## config.mk

```make
export PLATFORM = sky130hd
export DESIGN_NAME = vertical_count
export DESIGN_NICKNAME = d
export VERILOG_FILES = /design/src/rtl/vertical_count.sv
export SDC_FILE = /design/constraint.sdc
export NUM_CORES = 1
export LEC_CHECK = 0
export ABC_CLOCK_PERIOD_IN_PS = 6500
export CAP_MARGIN = 20
export CORE_ASPECT_RATIO = 0.5
export CORE_MARGIN = 3
export CORE_UTILIZATION = 51
export CTS_BUF_LIST = sky130_fd_sc_hd__clkbuf_16
export CTS_CLUSTER_DIAMETER = 150
export CTS_CLUSTER_SIZE = 40
export DETAILED_ROUTE_END_ITERATION = 10
export PLACE_DENSITY = 0.85
export SETUP_SLACK_MARGIN = 0.4
export SYNTH_ARGS = -nofsm -noshare
export SYNTH_HDL_FRONTEND = slang
export SYNTH_SLANG_ARGS = --single-unit
```

## constraint.sdc

```tcl
create_clock -name slow_clock -period 6.5 [get_ports slow_clock]
set_input_delay 1.3 -clock slow_clock [delete_from_list [all_inputs] [get_ports slow_clock]]
set_output_delay 1.3 -clock slow_clock [all_outputs]
set_load 0.01 [all_outputs]
```

## src/rtl/vertical_count.sv

```systemverilog
// Vertical timing stage: advances a line counter on each completed horizontal line and
// decodes vsync, vertical enable, visible row and frame strobes. Optional macro VCOUNT_LINE_CHECK_EN.
module vertical_count #(
    parameter logic [10:0] WHOLE_LINE   = 11'd800,
    parameter logic [10:0] SYNC_PULSE   = 11'd2,
    parameter logic [10:0] BACK_PORCH   = 11'd33,
    parameter logic [10:0] VISIBLE_AREA = 11'd480,
    parameter logic [10:0] FRONT_PORCH  = 11'd10,
    parameter logic [10:0] WHOLE_FRAME  = 11'd525
) (
    input  logic        slow_clock,
    input  logic        reset_n,
    input  logic [10:0] in_horizontal_counter,
    output logic [10:0] out_vertical_counter,
    output logic        vsync,
    output logic        enable_display_vertically,
    output logic [9:0]  visible_row,
    output logic        frame_start,
    output logic [7:0]  frame_count,
    output logic        line_error
);

    localparam logic [10:0] VIS_FIRST = SYNC_PULSE + BACK_PORCH;
    localparam logic [10:0] VIS_END   = VIS_FIRST + VISIBLE_AREA;

    logic        line_end_s;
    logic        wrap_s;
    logic [10:0] vnext_s;
    logic        vsync_next_s;
    logic        enable_next_s;
    logic [10:0] row_diff_s;
    logic [9:0]  row_next_s;

    logic [10:0] vcount_r;
    logic        vsync_r;
    logic        enable_r;
    logic [9:0]  row_r;
    logic        frame_start_r;
    logic [7:0]  frame_count_r;

    // Next line value and the decodes taken from it, so outputs move with the counter.
    always_comb begin
        line_end_s = (in_horizontal_counter == (WHOLE_LINE - 11'd1));
        wrap_s     = line_end_s && (vcount_r == (WHOLE_FRAME - 11'd1));
        if (wrap_s) begin
            vnext_s = 11'd0;
        end else if (line_end_s) begin
            vnext_s = vcount_r + 11'd1;
        end else begin
            vnext_s = vcount_r;
        end
        vsync_next_s  = (vnext_s >= SYNC_PULSE);
        enable_next_s = (vnext_s >= VIS_FIRST) && (vnext_s < VIS_END);
        row_diff_s    = vnext_s - VIS_FIRST;
        if (enable_next_s) begin
            row_next_s = row_diff_s[9:0];
        end else begin
            row_next_s = 10'd0;
        end
    end

    // Line counter, frame counter and registered vertical outputs.
    always_ff @(posedge slow_clock or negedge reset_n) begin
        if (!reset_n) begin
            vcount_r      <= 11'd0;
            vsync_r       <= 1'b0;
            enable_r      <= 1'b0;
            row_r         <= 10'd0;
            frame_start_r <= 1'b0;
            frame_count_r <= 8'd0;
        end else begin
            vcount_r      <= vnext_s;
            vsync_r       <= vsync_next_s;
            enable_r      <= enable_next_s;
            row_r         <= row_next_s;
            frame_start_r <= wrap_s;
            if (wrap_s) begin
                frame_count_r <= frame_count_r + 8'd1;
            end else begin
                frame_count_r <= frame_count_r;
            end
        end
    end

    assign out_vertical_counter      = vcount_r;
    assign vsync                     = vsync_r;
    assign enable_display_vertically = enable_r;
    assign visible_row               = row_r;
    assign frame_start               = frame_start_r;
    assign frame_count               = frame_count_r;

`ifdef VCOUNT_LINE_CHECK_EN
    logic [10:0] prev_h_r;
    logic        prev_valid_r;
    logic        line_error_r;
    logic [10:0] expected_h_s;

    // The horizontal stage must step by one and wrap at end of line.
    always_comb begin
        if (prev_h_r == (WHOLE_LINE - 11'd1)) begin
            expected_h_s = 11'd0;
        end else begin
            expected_h_s = prev_h_r + 11'd1;
        end
    end

    // Sticky continuity error; the first cycle after reset has no history to compare.
    always_ff @(posedge slow_clock or negedge reset_n) begin
        if (!reset_n) begin
            prev_h_r     <= 11'd0;
            prev_valid_r <= 1'b0;
            line_error_r <= 1'b0;
        end else begin
            prev_h_r     <= in_horizontal_counter;
            prev_valid_r <= 1'b1;
            if (prev_valid_r && (in_horizontal_counter != expected_h_s)) begin
                line_error_r <= 1'b1;
            end else begin
                line_error_r <= line_error_r;
            end
        end
    end

    assign line_error = line_error_r;
`else
    assign line_error = 1'b0;
`endif

endmodule
```

# Word-level counts from Yosys, hierarchy flattened
# Index checks and enable logic that the tools add are counted.
# totals
register_bits	32
in_bits	13
output_inout_bits	33
word_cells	19
# classes
add_sub_neg	3
order_cmp	3
n_eq_ne	2
muxes	3
reduce_logical	2
# op_table
op	count
$eq 11x10->1 const B	2
$mux 11	2
$add 11x1->11 const B	1
$ge 11x2->1 const B	1
$ge 11x6->1 const B	1
$lt 11x10->1 const B	1
$mux 10	1
$sub 10x6->10 const B	1
$add 8x1->8 const B	1
$logic_and 1x1->1	2

# Logic depth before layout (Yosys ltp)
# depth
ltp_word	6
ltp_mapped	12

# Worst setup path before layout
# Ideal clock, no wire load.
# synth_path
kind	input to register
startpoint	in in_horizontal_counter[5]
endpoint	reg vsync_r (netlist: vsync)
arrival_time_ns	3.592
path_slack_ns	2.769
stages	7
path_buffers	0
path_cell_list	or4b_4 -> nor3_4 -> nand3_1 -> xor2_1 -> inv_1 -> or4b_4 -> or4b_4
# synth_via
elab_chain_len	4
elab_cells_between_ends	5
# synth_lines
item	line	rtl
from (decl)	13	input logic [10:0] in_horizontal_counter,
$eq 11x10->1 (*)	43	line_end_s = (in_horizontal_counter == (WHOLE_LINE - 11'd1));
$mux 11 or $logic_and 1x1->1 (tied branches)	47, 44	
$mux 11 (*)	45	if (wrap_s) begin
net vnext_s[6]	28	logic [10:0] vnext_s;
$ge 11x2->1 (*)	52	vsync_next_s = (vnext_s >= SYNC_PULSE);
net vsync_next_s	29	logic vsync_next_s;
to (signal assigned)	73	vsync_r <= vsync_next_s;
to (decl)	35	logic vsync_r;
# Mark *: on every way through the listed nets, which the timed path passes. The rest lies on a longest branch.
# A chain may end at the register's enable or synchronous reset.

# Final worst setup path
# layout_path
startpoint	in in_horizontal_counter[5]
endpoint	reg row_r[6] (netlist: visible_row[6])
# layout_via
elab_chain_len	6
elab_cells_between_ends	9
# layout_lines
item	line	rtl
$eq 11x10->1 (*)	43	
$mux 11 or $logic_and 1x1->1 (tied branches)	47, 44	
$mux 11 (*)	45	
net vnext_s[5]	28	
$ge 11x6->1 or $lt 11x10->1 (tied branches)	53	enable_next_s = (vnext_s >= VIS_FIRST) && (vnext_s < VIS_END);
$logic_and 1x1->1	53	
$mux 10 (*)	55	if (enable_next_s) begin
net row_next_s[6]	32	logic [9:0] row_next_s;
to (signal assigned)	75	row_r <= row_next_s;
to (decl)	37	logic [9:0] row_r;
# Marks and branches as above.

==> metrics <==
status complete, no violations; Syn Area/Cell roughly 10 µm²; M1 GR Usage a little under a third; dpl ws between 2 and 2.5 ns; mapped cell area roughly 1700 µm²; CTS tree built; # fillers roughly 210; largest net degree at the start of global routing 33; most used routing layer met2; CTS Buf Count 5; post-synthesis compound-gate area fraction roughly 8.5%; Max Clock Freq 235.2 MHz; Seq/Total Area, Yosys between 40% and 50%; DR vias/cell between 5 and 6; main combinational cell family by area after synthesis simple AND/OR/NAND/NOR gates; Top FF cell, synth dfrtp_1; Chip Height ~47 µm; hold crit path type reg2reg; worst r2r src out_vertical_counter[0]$_DFF_PN0_; placed cells roughly 240; Detail Placement HPWL between 2000 and 3000 µm; final hold viol count 0; adder-cell share of the synthesized area 3.698%; Commonest cells post-synth 32 x dfrtp_1, 16 x nor2_1, 10 x xnor2_1; Cell Pwr Density around 210 nW/µm²; num rows 14; max-cap violations 0; Slew HR between 60% and 70%; Routed Antenna Nets 0; Final Power between 400 and 500 µW; Async SR Flop Fraction between 90% and 100%; Worst EP required approximately 6.7 ns; Worst setup SP type primary input; synthesis-to-layout area growth 38.24%; Worst Setup End Kind flip-flop; vias in the first global route 1319; flop and latch count out of synthesis 32; initial antenna violation count 0; EDFF count, synth 0; clock net sink count 32; CTS max path bufs 2; Final Max Slew Viols 0; Crit. Startpoint in_horizontal_counter[5]; share of cells above drive strength 1 roughly a tenth; Skew-Pair Late Insertion Delay 0.28 ns; RSZ-0062 raised after global routing false; cts hold-fix bufs 0; crit-path max FO 9; grt ovf 0; Data arrival, critical path between 4 and 5 ns; area leader, netlist dfrtp_1; Die W ~87 µm; top cell type's share of synthesized area between 40 and 50%; simple-gate area share of the yosys netlist 25.59%; cts repair resizes 0; Setup WS post-layout 2.248 ns; Pre-antenna DRT Iters 5; antenna cells 0; total global-route track usage between 20% and 30%; Ports 46; distinct cell type count after synthesis 46; minimum clock period ~4.3 ns; Net Count, Synth between 150 and 200; synth top area cells dfrtp_1 47%, xnor2_1 5.2%, xor2_1 4.7%; Post-CTS Setup Inserts 0; die area slightly above 4000 µm²; Starting Density roughly 55%; period utilisation layout approximately two thirds; Vias roughly 1500; Final Non-Filler Cells between 200 and 300; Ys Warns 0; final setup vio count 0; leak pwr approximately 0.0011 µW; Worst Tran Pin Value ~0.50 ns; VDD IR max approximately 0.23 mV; mux cell area share after synthesis about 1.9%; most common cell in the netlist dfrtp_1; WS Path Type in2reg; IO buf count 44; htree depth 2; nets 229; Placer Congestion ~0.9; Synth Area in XOR/XNOR under 10%; first-pass GRT wire length roughly 6800 µm; clk slew on worst S/H paths roughly 0.05 ns; CORE AREA 3083 µm²; final WL around 4200 µm; drt drc 0; met2 Use GR a little over a third; Root Buffer clkbuf_16; initial DRC count 130; Synth Instances about 160; average routed wire per standard cell approximately 17 µm; final setup TNS 0 ns; met3 usage approximately 6.1%; Hold Startpoint frame_count[7]$_DFFE_PN0P_; Final Skew about 0.0035 ns
==> stage by stage <==
stage / cell area (µm²) / hold slack [ns] / util [%]
2_1_floorplan: 1692 / 0.5039 / -
3_3_place_gp: 2175 / 0.4574 / 70.54
3_5_place_dp: 2175 / 0.4799 / 70.54
4_1_cts: 2338 / 0.4867 / 75.85
5_1_grt: 2338 / 0.5056 / 75.85
6_report: 2338 / 0.4760 / 75.85
==> path summary, 6_finish.rpt <==
path,to,cells after the start,slack (ns)
max in group asynchronous,visible_row[1]$_DFF_PN0_,2,4.80
worst max register to register,visible_row[7]$_DFF_PN0_,11,3.33
min in group asynchronous,frame_count[7]$_DFFE_PN0P_,2,1.41
worst min register to register,frame_count[7]$_DFFE_PN0P_,1,0.48
worst max-delay path,visible_row[6]$_DFF_PN0_,9,2.25
worst min-delay path,frame_count[7]$_DFFE_PN0P_,1,0.48
==> metal layers <==
metal  wire (µm)  vias to the layer above  part of all wire (%)
li1            -                      678                     -
met1        1750                      697                    42
met4          87                        0                   2.1
met5           0                        -                     0
met2        1944                       82                    46
met3         420                       13                    10
==> placed cells by master, fill, tap and decap left out, drive strengths merged, types with 5 or more instances in the layout <==
cell type,synthesis,final
dfrtp,32,32
nor2,16,16
xnor2,10,10
a21oi,6,6
xor2,9,9
clkbuf,2,5
nand2,9,9
nor3,5,5
nand3,5,5
nand4,6,6
inv,9,10
clkdlybuf4s50,0,44
ha,5,5
==> critical path: stages <==
cell and delay [ns]:
clkdlybuf4s50_1 0.45, or4b_4 0.59, nor4_1 0.42, nand3_1 0.16
xor2_1 0.38, inv_1 0.22, o41ai_1 0.44, o211ai_2 0.28
a21oi_1 0.19
==> state kept, by name, summed over array words and instances (netlist names) <==
name                       cells
frame_count                    8
enable_display_vertically      1
out_vertical_counter          11
frame_start                    1
vsync                          1
visible_row                   10
==> kinds of logic (layout without fill, tap and decap cells) <==
family,count (synthesis),after routing
adder cells (fa/ha/maj),5,5
AO/OA/AOI/OAI,21,21
buffers and inverters,12,62
AND/OR/NAND/NOR,69,69
multiplexers,3,3
other,1,1
flip-flops,32,32
XOR/XNOR,19,19
==> where the power goes <==
group	switching, µW	leakage, µW	total, µW	internal, µW
clock	81.9	0.0000850	260	178
sequential	1.17	0.000432	201	200
combinational	13.0	0.000556	25.2	12.2
total	96.0	0.00107	487	391
==> final cells by class <==
cell class | count | area, µm² | share of cell area [%]
clock inverter | 3 | 38.79 | 1.659
clock buffer | 5 | 125.1 | 5.350
timing repair buffer | 45 | 447.9 | 19.15
sequential | 32 | 800.8 | 34.24
inverter | 9 | 33.78 | 1.445
multi-input combinational | 118 | 842.1 | 36.01
tap | 40 | 50.05 | 2.140
Power figures use the tool's default switching activity.
